--- src/rtl/femto_bus_pkg.sv ---
// Shared definitions for the FemtoRV32 memory bus: region map, chip-select
// bit positions and the controller state encoding.
package femto_bus_pkg;

  localparam int unsigned NUM_CS = 7;

  localparam logic [15:0] REG_FLASH = 16'h0000;
  localparam logic [15:0] REG_RAM   = 16'h0001;
  localparam logic [15:0] REG_UART  = 16'h0040;
  localparam logic [15:0] REG_GPIO  = 16'h0041;
  localparam logic [15:0] REG_DIV   = 16'h0043;
  localparam logic [15:0] REG_BCD   = 16'h0044;

  // Bit 3 of the select vector is reserved and never driven.
  localparam int unsigned CS_FLASH = 0;
  localparam int unsigned CS_BCD   = 1;
  localparam int unsigned CS_DIV   = 2;
  localparam int unsigned CS_GPIO  = 4;
  localparam int unsigned CS_UART  = 5;
  localparam int unsigned CS_RAM   = 6;

  typedef enum logic [2:0] {
    ST_IDLE,
    ST_RD_ISSUE,
    ST_RD_WAIT,
    ST_WR_ISSUE,
    ST_WR_WAIT
  } bus_state_t;

endpackage

--- src/rtl/mem_addr_decode.sv ---
// Combinational region decode of the upper address half into a one-hot
// slave select plus an unmapped flag.
module mem_addr_decode
  import femto_bus_pkg::*;
(
  input  logic [15:0]       region,
  output logic [NUM_CS-1:0] cs,
  output logic              unmapped
);

  always_comb begin
    cs = '0;
    case (region)
      REG_FLASH: cs[CS_FLASH] = 1'b1;
      REG_RAM:   cs[CS_RAM]   = 1'b1;
      REG_UART:  cs[CS_UART]  = 1'b1;
      REG_GPIO:  cs[CS_GPIO]  = 1'b1;
      REG_DIV:   cs[CS_DIV]   = 1'b1;
      REG_BCD:   cs[CS_BCD]   = 1'b1;
      default:   cs = '0;
    endcase
    unmapped = (cs == '0);
  end

endmodule

--- src/rtl/mem_bus_ctrl.sv ---
// Sequences one CPU access at a time onto the mapped slaves, stalls the CPU
// until the slave completes, and aborts unmapped or hung accesses.
module mem_bus_ctrl
  import femto_bus_pkg::*;
#(
  parameter int unsigned TIMEOUT_CYCLES = 255,
  parameter logic [31:0] ERR_RDATA      = 32'hFFFF_FFFF
) (
  input  logic              clk,
  input  logic              rst,
  input  logic [31:0]       mem_addr,
  input  logic [31:0]       mem_wdata,
  input  logic [3:0]        mem_wmask,
  input  logic              mem_rstrb,
  output logic [31:0]       mem_rdata,
  output logic              mem_rbusy,
  output logic              mem_wbusy,
  output logic [NUM_CS-1:0] slv_cs,
  output logic [31:0]       slv_addr,
  output logic [31:0]       slv_wdata,
  output logic [3:0]        slv_wmask,
  output logic              slv_rd,
  output logic              slv_wr,
  input  logic              flash_rbusy,
  input  logic              ram_rbusy,
  input  logic              ram_wbusy,
  input  logic [31:0]       flash_rdata,
  input  logic [31:0]       ram_rdata,
  input  logic [31:0]       uart_rdata,
  input  logic              err_clr,
  output logic              bus_err,
  output logic [31:0]       err_addr
);

  localparam logic [15:0] LAST_WAIT = 16'(TIMEOUT_CYCLES - 1);

  bus_state_t        state_q, state_d;
  logic [15:0]       wait_cnt;
  logic              unmapped_q;
  logic [NUM_CS-1:0] dec_cs;
  logic              dec_unmapped;
  logic              accept_rd, accept_wr;
  logic              done, timeout, err_set;
  logic              rd_busy_sel, wr_busy_sel;
  logic [31:0]       rd_sel;

  mem_addr_decode u_decode (
    .region   (mem_addr[31:16]),
    .cs       (dec_cs),
    .unmapped (dec_unmapped)
  );

  assign rd_busy_sel = (slv_cs[CS_FLASH] & flash_rbusy) | (slv_cs[CS_RAM] & ram_rbusy);
  assign wr_busy_sel = slv_cs[CS_RAM] & ram_wbusy;

  always_comb begin
    rd_sel = '0;
    if (slv_cs[CS_FLASH])     rd_sel = flash_rdata;
    else if (slv_cs[CS_RAM])  rd_sel = ram_rdata;
    else if (slv_cs[CS_UART]) rd_sel = uart_rdata;
  end

  always_ff @(posedge clk) begin
    if (rst) state_q <= ST_IDLE;
    else     state_q <= state_d;
  end

  always_comb begin
    state_d   = state_q;
    accept_rd = 1'b0;
    accept_wr = 1'b0;
    done      = 1'b0;
    timeout   = 1'b0;
    case (state_q)
      ST_IDLE: begin
        if (mem_wmask != '0) begin
          accept_wr = 1'b1;
          state_d   = ST_WR_ISSUE;
        end else if (mem_rstrb) begin
          accept_rd = 1'b1;
          state_d   = ST_RD_ISSUE;
        end
      end
      ST_RD_ISSUE: state_d = ST_RD_WAIT;
      ST_RD_WAIT: begin
        if (!rd_busy_sel) begin
          done    = 1'b1;
          state_d = ST_IDLE;
        end else if (wait_cnt == LAST_WAIT) begin
          timeout = 1'b1;
          state_d = ST_IDLE;
        end
      end
      ST_WR_ISSUE: state_d = ST_WR_WAIT;
      ST_WR_WAIT: begin
        if (!wr_busy_sel) begin
          done    = 1'b1;
          state_d = ST_IDLE;
        end else if (wait_cnt == LAST_WAIT) begin
          timeout = 1'b1;
          state_d = ST_IDLE;
        end
      end
      default: state_d = ST_IDLE;
    endcase
  end

  // An unmapped access carries no busy, so it always terminates through done.
  assign err_set = (done & unmapped_q) | timeout;

  assign mem_rbusy = (state_q == ST_RD_ISSUE) || (state_q == ST_RD_WAIT);
  assign mem_wbusy = (state_q == ST_WR_ISSUE) || (state_q == ST_WR_WAIT);
  assign slv_rd    = (state_q == ST_RD_ISSUE) && (slv_cs != '0);
  assign slv_wr    = (state_q == ST_WR_ISSUE) && (slv_cs != '0);

  always_ff @(posedge clk) begin
    if (rst) begin
      wait_cnt   <= '0;
      unmapped_q <= 1'b0;
      mem_rdata  <= '0;
      slv_cs     <= '0;
      slv_addr   <= '0;
      slv_wdata  <= '0;
      slv_wmask  <= '0;
      bus_err    <= 1'b0;
      err_addr   <= '0;
    end else begin
      if ((state_q == ST_RD_WAIT || state_q == ST_WR_WAIT) && state_d == state_q)
        wait_cnt <= wait_cnt + 16'd1;
      else
        wait_cnt <= '0;

      if (accept_rd || accept_wr) begin
        slv_addr   <= mem_addr;
        slv_cs     <= dec_cs;
        unmapped_q <= dec_unmapped;
        if (accept_wr) begin
          slv_wdata <= mem_wdata;
          slv_wmask <= mem_wmask;
        end
      end else if (state_q != ST_IDLE && state_d == ST_IDLE) begin
        slv_cs <= '0;
      end

      if (state_q == ST_RD_WAIT && (done || timeout))
        mem_rdata <= (timeout || unmapped_q) ? ERR_RDATA : rd_sel;

      if (err_set) begin
        bus_err <= 1'b1;
        if (!bus_err) err_addr <= slv_addr;
      end else if (err_clr) begin
        bus_err <= 1'b0;
      end
    end
  end

endmodule

--- config.mk ---
export PLATFORM = sky130hd
export DESIGN_NAME = mem_bus_ctrl
export DESIGN_NICKNAME = d
export VERILOG_FILES = /design/src/rtl/femto_bus_pkg.sv /design/src/rtl/mem_addr_decode.sv /design/src/rtl/mem_bus_ctrl.sv
export SDC_FILE = /design/constraint.sdc
export NUM_CORES = 1
export LEC_CHECK = 0
export ABC_AREA = 1
export CORE_UTILIZATION = 43
export DETAILED_ROUTE_END_ITERATION = 7
export PLACE_DENSITY = 0.82
export SLEW_MARGIN = 30
export SYNTH_ARGS = -nofsm -noshare
export SYNTH_HDL_FRONTEND = slang
export SYNTH_HIERARCHICAL = 1
export SYNTH_SLANG_ARGS = --single-unit
--- constraint.sdc ---
create_clock -name clk -period 2 [get_ports clk]
set_input_delay 0.5 -clock clk [delete_from_list [all_inputs] [get_ports clk]]
set_output_delay 0.5 -clock clk [all_outputs]
set_load 0.02 [all_outputs]
[Word level (Yosys, flattened, before mapping)]
Index checks and enable logic that the tools add are counted.
Operators by class
  $add $sub $neg: 1
  equal/unequal tests: 11
  mux-type cells: 32
  bitwise logic cells: 8
  reduce and logical (&&, ||, !) cells: 23
Operator list (number)
  32-bit two-way mux: 4
  16-bit by 7-bit equality test with 1-bit output, second input constant: 4
  1-bit two-way mux: 18
  16-bit by 1-bit adder with 16-bit output, second input constant: 1
  16-bit by 1-bit equality test with 1-bit output, second input constant: 1
  16-bit by 8-bit equality test with 1-bit output, second input constant: 1
  16-bit zero test: 1
  3-bit two-way mux: 5
  3-bit one-hot mux with 5 select lines: 1
  7-bit two-way mux: 2
  7-bit zero test: 1
  7-bit nonzero test: 1
  3-bit by 2-bit equality test with 1-bit output, second input constant: 2
  3-bit zero test: 2
  1-bit logical OR: 6
  1-bit logical AND: 5
  1-bit bitwise AND: 4
  1-bit one-hot mux with 2 select lines: 2
  2-bit AND reduction: 2
  2-bit nonzero test: 2
  4-bit nonzero test: 1
  3-bit by 1-bit equality test with 1-bit output, second input constant: 1
  3-bit equality test: 1
  3-bit equality test, second input constant: 1
  4 further kinds: 6
Word-level totals
  flip-flop bits (word level): 159
  input bits: 171
  logic and storage cells: 85

[Longest topological paths before layout]
Gate-level depths: netlist (run 1).
  depth after elaboration: 8
  mapped depth: 12

[Cells and area by module]
The synthesis (run 1) kept the hierarchy.
By module, submodules not included
  mem_bus_ctrl: instances 1, cells each 1010, area each 7009.2 um^2, sequential area each 3203.1 um^2
  mem_addr_decode: instances 1, cells each 49, area each 234.0 um^2, sequential area each 0.0 um^2

[Worst setup path before layout (run 1)]
OpenSTA, ideal clock, no wires.
  path type: register to output
  start point: register slv_cs[0]
  end point: output slv_rd
  data arrival time: 1437 ps
  setup slack: 63 ps
  cell stages (with the launch flop): 5
  path buffers: 1
  cells stage by stage: dfxtp_1 -> buf_2 -> or4_1 -> nor4_1 -> nor2_1
On the way
  cells in the longest elaborated chain, start to end: 2
RTL lines
  start, declared: RTL line mem_bus_ctrl.sv:18  | output logic [NUM_CS-1:0] slv_cs,
  start signal, assigned: RTL line mem_bus_ctrl.sv:135  | slv_cs <= dec_cs;
  7-bit nonzero test: RTL line mem_bus_ctrl.sv:113  | assign slv_rd = (state_q == ST_RD_ISSUE) && (slv_cs != '0);
  1-bit logical AND: RTL line mem_bus_ctrl.sv:113
  end, declared: RTL line mem_bus_ctrl.sv:22  | output logic slv_rd,
Every way passes these cells.

[Worst setup path in the final report (run 1)]
  start point: register slv_cs[1]
  end point: output slv_rd
Same word-level chain as after synthesis.

==> run summary, run 1 <==
Status = finished, violations left
Failing checks = setup timing
Seq/Total Area, Yosys = 0.442
Core Box Area = 16500 sq um
Vias in the first global route = 7857
MaxCap Viol Count = 0
Worst reg2reg setup slack = -0.02 ns
Fmax = 449 MHz
Worst reg2reg startpoint = slv_cs[0]$_SDFFE_PP0P_
Most frequent cell after synthesis = nor2_1
RD Place Congestion = 0.843
CP peak stage delay = 0.55 ns
Min-delay src = slv_addr[20]$_SDFFE_PP0N_
Global route overflow = 0
Total leakage power = 0.00482 uW
Slew margin rel. = 0.637
Total power = 10100 uW
Die Y = 132 um
Crit Path Class = register to primary output
FF-to-FF path depth = 11
Crit path buf inv count = 1
Post-route DRC = 0
CTS buffer count = 17
Number of placement rows = 47
First-pass GRT wire length = 38300 um
Crit. End Element = primary output
Worst-margin pin slew = 0.539 ns
Tot GR Track Use = 0.274
Post-synth top cells = nor2_1 (211), dfxtp_1 (160), nand2_1 (153), a21oi_1 (115), o21ai_0 (105)
Slew Viols, Final = 0
Post-synth EDFFs = 0
CP delay by family, top = simple AND/OR/NAND/NOR gates
Die outline width = 132 um
Max H-tree Level = 4
Area growth syn-to-layout = 58.0%
Crit-path max FO = 2
Clock root buffer = clkbuf_16
Crit start category = register
Routed Wire Length = 23800 um
Ys async rst share = 0
Top cell type's share of synthesized area = 0.442
Setup crit start = slv_cs[1]$_SDFFE_PP0P_
Starting Density = 0.438
Final Hold Vio Count = 0
Hpwl dp = 17400 um
Slowest CP cell = or4_4
Area leader, netlist = dfxtp_1
TritonCTS Sinks = 160
DRT Pass-1 Iters = 5
Skew-Pair Late Insertion Delay = 0.42 ns
Ys Warns = 6
Tmin final = 2.23 ns
Gate Count Post-Synth = 1059
CP cell instances = or4_4 > nor4_4 > nor2_1 > buf_4
Synth cell types = 35
Syn_nets = 1232
Vias after detailed routing = 8108
Layout fillers = 1372
Drt via density = 5.07
N_diodes = 0
Post-Syn Area = 7240 sq um
Avg Inst Size Synth = 6.84 sq um
FF+latch count, synth = 160
CTS tree = done
Worst min path class = register to register
Worst flop-to-flop path endpoint = mem_rdata[0]$_SDFFE_PP0P_
Maximum buffer depth of the clock tree = 2
Hold path cells = 2
Final core occ = 0.693
Hold Slack = 0.466 ns
Port Buffers = 314
Antenna-violating nets left = 0
Mean routed wirelength per cell = 14.9 um
Fraction of final layout cells sized beyond drive strength 1 = 0.0835
Area of the die = 17400 sq um
Final WS setup = -0.229 ns
Setup Skew = 0.0102 ns
Antenna violations before repair = 0
Initial DRC count = 467
Total I/O pin count = 315
RSZ-0062 raised after global routing = true
Top cells by area, synth = dfxtp_1 (44%), nor2_1 (11%), a21oi_1 (7.9%)
Largest net degree at the start of global routing = 61
WP data arrival = 1.73 ns
Layout net count = 1538
Final worst path period share = 1.11
Most common flop cell mapped by yosys = dfxtp_1
Final setup violation count = 10
PD cells = 883 nW/um^2
Clock slew at reported path FFs = 0.06 ns
Req. time, crit path = 1.50 ns
Worst VDD drop = 0.000556 V
Hold Path End = slv_addr[20]$_SDFFE_PP0N_
[per-layer routing]
metal | track usage | wire length, um | part of all wire | vias up
li1 | - | - | - | 4057
met3 | 0.0846 | 1820 | 0.076 | 51
met1 | 0.312 | 9610 | 0.40 | 3715
met2 | 0.470 | 11500 | 0.48 | 285
met5 | 0 | 0 | 0 | -
met4 | 0.122 | 841 | 0.035 | 0
[worst min-delay path: cells and delay by family, from the launching register on]
family	cells	cell delay, ns
AO/OA/AOI/OAI	1	0.05
buffers and inverters	1	0.06
flip-flops	1	0.31
[how the worst max path moves through the flow]
stage	endpoint	cells past startpoint
CTS	slv_rd	4
global route	slv_rd	4
global placement	slv_wr	5
floorplan	slv_rd	4
detailed placement	slv_wr	5
finish	slv_rd	4
[final cells by class]
class,count,area (sq um),share of cell area
Sequential cell,160,3200,0.280
Multi-Input combinational cell,747,3460,0.302
Clock inverter,13,149,0.0130
Inverter,82,310,0.0271
Timing Repair Buffer,357,3600,0.314
Clock buffer,19,453,0.0396
Tap cell,220,275,0.0240
[sequential cells by signal, indices dropped and copies added, names as in the netlist]
name        count
slv_wdata      32
err_addr       32
state_q         3
bus_err         1
slv_cs          7
mem_rdata      32
slv_addr       32
wait_cnt       16
unmapped_q      1
slv_wmask       4
[stage by stage]
stage                     setup slack (ns)  setup TNS [ns]  cell area [sq um]  cells
after floorplan                     0.0627               0               7240   1059
after global placement              -0.242          -11.41              10800   1566
after detailed placement            -0.308          -14.27              10800   1566
after CTS                           -0.313           -1.28              11400   1597
after global routing                -0.313           -7.59              11400   1598
final                               -0.229          -0.533              11400   1598
[power breakdown]
part           leakage, uW  switching, uW  internal [uW]
Combinational      0.00322           1610           1390
Sequential         0.00131            205           3570
Clock             0.000293           1400           1930
Total              0.00482           3210           6900
[cell usage in the layout (no fill, tap or decap), drive strengths merged]
master,Yosys,final
nor3b,2,2
o21ai,136,136
or4,1,1
inv,80,86
dlymetal6s2s,0,1
nand3b,1,1
xor2,2,2
clkdlybuf4s50,0,303
nand4,5,5
bufinv,0,2
nor2,216,216
buf,23,46
nor4,5,5
a21oi,115,115
dlygate4sd2,0,6
nor3,7,7
conb,1,1
or2,5,5
clkinv,2,5
nand3,89,89
a31oi,2,2
nand2,158,158
clkinvlp,0,2
dfxtp,160,160
ha,2,2
clkbuf,47,20
[timing repair]
action,4_1_cts,5_1_grt
hold buffers,0,0
gates resized for setup,23,9
setup endpoints to repair,73,75
setup buffers,0,1
pin swaps,1,5
[logic make-up after synthesis]
family,Yosys count,synth area share
xor+xnor,2,0.00242
flops,160,0.442
compound gates,253,0.178
fa+ha+maj,2,0.00345
buf+inv,152,0.0865
other cells,1,0.000518
simple gates,489,0.286
No activity file was read; power rests on OpenSTA's default activity.
==> inputs of run 2 (changes only) <==
--- a/config.mk
+++ b/config.mk
@@ -6,9 +6,10 @@
 export NUM_CORES = 1
 export LEC_CHECK = 0
 export ABC_AREA = 1
+export CORE_MARGIN = 2
 export CORE_UTILIZATION = 43
 export DETAILED_ROUTE_END_ITERATION = 7
-export PLACE_DENSITY = 0.82
+export PLACE_DENSITY = 0.84
 export SLEW_MARGIN = 30
 export SYNTH_ARGS = -nofsm -noshare
 export SYNTH_HDL_FRONTEND = slang
==> run 2 against run 1 <==
- the run still ends with setup timing left
- combinational power about the same
- via count grew 0.25%
- register-to-register slack better by 0.16 ns
- critical endpoint is now slv_wr
- highest routed layer unchanged
==> run summary, run 2 (synthesized netlist as in run 1, its figures left out) <==
RD Place Congestion = 0.853 (was 0.843)
Fmax = 440 MHz (was 449 MHz)
Mean routed wirelength per cell = 15.0 um (was 14.9 um)
MaxCap Viol Count = 0 (unchanged)
RSZ-0062 raised after global routing = true (unchanged)
Port Buffers = 314 (unchanged)
Final setup violation count = 2 (was 10)
Skew-Pair Late Insertion Delay = 0.43 ns (was 0.42 ns)
Setup crit start = slv_cs[2]$_SDFFE_PP0P_ (was slv_cs[1]$_SDFFE_PP0P_)
Die outline width = 134 um (was 132 um)
Min-delay src = slv_wmask[3]$_SDFFE_PP0P_ (was slv_addr[20]$_SDFFE_PP0N_)
TritonCTS Sinks = 160 (unchanged)
Fraction of final layout cells sized beyond drive strength 1 = 0.0860 (was 0.0835)
WP data arrival = 1.77 ns (was 1.73 ns)
Total power = 9990 uW (was 10100 uW)
Largest net degree at the start of global routing = 45 (was 61)
Final WS setup = -0.272 ns (was -0.229 ns)
Switch Pwr = 3150 uW (was 3210 uW)
Antenna violations before repair = 0 (unchanged)
Worst min path class = register to register (unchanged)
Dpl cells = 1570 (was 1566)
Final worst path period share = 1.14 (was 1.11)
Worst flop-to-flop path endpoint = err_addr[17]$_SDFFE_PP0P_ (was mem_rdata[0]$_SDFFE_PP0P_)
Req. time, crit path = 1.50 ns (about the same)
First-pass GRT wire length = 37000 um (was 38300 um)
Vias in the first global route = 7627 (was 7857)
Core Box Area = 16500 sq um (unchanged)
Sequential share of power = 0.378 (was 0.374)
Setup Skew = 0.0121 ns (was 0.0102 ns)
Total I/O pin count = 315 (unchanged)
Post-route DRC = 0 (unchanged)
Design area = 11500 sq um (was 11400 sq um)
CP peak stage delay = 0.51 ns (was 0.55 ns)
Number of placement rows = 47 (unchanged)
# hold bufs at CTS = 0 (unchanged)
CTS buffer count = 17 (unchanged)
Tot GR Track Use = 0.259 (was 0.274)
Initial DRC count = 389 (was 467)
CTS tree = done (unchanged)
CP cell instances = or4_1 > nor4_1 > buf_4 > nor2_2 > buf_6 (was or4_4 > nor4_4 > nor2_1 > buf_4)
Clock slew at reported path FFs = 0.06 ns (about the same)
Net Sw Frac = 0.315 (was 0.318)
Clock group share of total power = 0.322 (was 0.330)
Total leakage power = 0.00482 uW (about the same)
Worst Setup EP = slv_wr (was slv_rd)
Placed Area = 10800 sq um (about the same)
Layout net count = 1544 (was 1538)
Commonest non-fill, non-tap cells in the layout = clkdlybuf4s50_1 (305), nor2_1 (208), dfxtp_1 (158), nand2_1 (153), a21oi_1 (115) (was clkdlybuf4s50_1 (303), nor2_1 (210), dfxtp_1 (159), nand2_1 (153), a21oi_1 (115))
Die Y = 134 um (was 132 um)
Worst reg2reg setup slack = 0.14 ns (was -0.02 ns)
Global route overflow = 0 (unchanged)
Pint = 6840 uW (was 6900 uW)
Worst-margin pin slew = 0.551 ns (was 0.539 ns)
Met2 Resource Use GR = 0.446 (was 0.470)
Routed Wire Length = 24000 um (was 23800 um)
Max H-tree Level = 4 (unchanged)
Crit start category = register (unchanged)
Final core occ = 0.695 (was 0.693)
PD cells = 870 nW/um^2 (was 883 nW/um^2)
DRT Pass-1 Iters = 5 (unchanged)
Failing checks = setup timing (unchanged)
FF-to-FF path depth = 10 (was 11)
Setup TNS = -0.537 ns (was -0.533 ns)
Status = finished, violations left (unchanged)
GR Util met1 = 0.292 (was 0.312)
Commonest non-fill, non-tap cell in the layout = clkdlybuf4s50_1 (unchanged)
Final Hold Vio Count = 0 (unchanged)
Area growth syn-to-layout = 58.5% (was 58.0%)
Tmin final = 2.27 ns (was 2.23 ns)
Slew margin rel. = 0.629 (was 0.637)
Antenna-violating nets left = 0 (unchanged)
Slowest CP cell = or4_1 (was or4_4)
Combinational fraction of design power = 0.300 (was 0.297)
Hpwl dp = 17400 um (about the same)
Slew Viols, Final = 0 (unchanged)
Drt via density = 5.07 (about the same)
Crit. End Element = primary output (unchanged)
Vias after detailed routing = 8128 (was 8108)
N_diodes = 0 (unchanged)
Clock root buffer = clkbuf_16 (unchanged)
Starting Density = 0.438 (unchanged)
Worst VDD drop = 0.000770 V (was 0.000556 V)
GRT Max-Usage Layer = met2 (unchanged)
M3 GR Usage = 0.0937 (was 0.0846)
Area of the die = 17900 sq um (was 17400 sq um)
Final cell count without fillers = 1603 (was 1598)
Maximum buffer depth of the clock tree = 2 (unchanged)
Worst reg2reg startpoint = slv_cs[0]$_SDFFE_PP0P_ (unchanged)
Crit Path Class = register to primary output (unchanged)
Crit-path max FO = 2 (unchanged)
-- run 2: power by group through the flow --
| stage | registers [uW] | logic, uW | clock network (uW) |
|---|---|---|---|
| after floorplan | 4280 | 994 | 0 |
| after global placement | 3820 | 2950 | 0 |
| after detailed placement | 3840 | 2980 | 0 |
| after CTS | 3780 | 3000 | 3260 |
| after global routing | 3820 | 3230 | 3400 |
| final | 3780 | 3000 | 3210 |
-- run 2: final cells by class --
class / instances / area (sq um)
fillers: 1382 / 5050
repair buffers: 363 / 3660
multi-input cells: 747 / 3450
flip-flops and latches: 160 / 3210
clock buffers: 21 / 450
inverters: 82 / 314
well taps: 220 / 275
clock inverters: 10 / 128
-- run 2: metal layers --
metal | part of all wire | vias to the layer above
met4 | 0.028 | 0
met2 | 0.49 | 288
li1 | - | 4075
met1 | 0.40 | 3721
met3 | 0.088 | 44
met5 | 0 | -
-- run 2: critical path, delay by kind of cell, from the launching register on --
kind / cells / cell delay, ns
and+or+nand+nor: 3 / 0.73
DFF: 1 / 0.32
buffers and inverters: 2 / 0.31
-- run 2: what timing repair did --
| action | CTS | global route |
|---|---|---|
| hold endpoints to repair | 0 | 0 |
| pin swaps | 1 | 2 |
| endpoints found under the setup margin | 11 | 72 |
| gates resized for setup | 16 | 19 |
| buffers inserted | 0 | 2 |
-- run 2: worst min-delay path by stage --
stage	endpoint	slack, ns	cells past startpoint
4_1_cts	slv_addr[28]$_SDFFE_PP0N_	0.47	2
2_1_floorplan	wait_cnt[0]$_SDFF_PP0_	0.43	1
3_5_place_dp	err_addr[20]$_SDFFE_PP0P_	0.46	2
3_3_place_gp	wait_cnt[0]$_SDFF_PP0_	0.45	1
6_report	slv_wmask[3]$_SDFFE_PP0P_	0.47	2
5_1_grt	err_addr[0]$_SDFFE_PP0P_	0.49	2
-- run 2: metrics by stage --
stage	worst slack, ns	hold WS, ns
3_3_place_gp	-0.216	0.445
5_1_grt	-0.323	0.492
2_1_floorplan	0.0627	0.430
6_report	-0.272	0.465
3_5_place_dp	-0.217	0.456
4_1_cts	-0.353	0.468
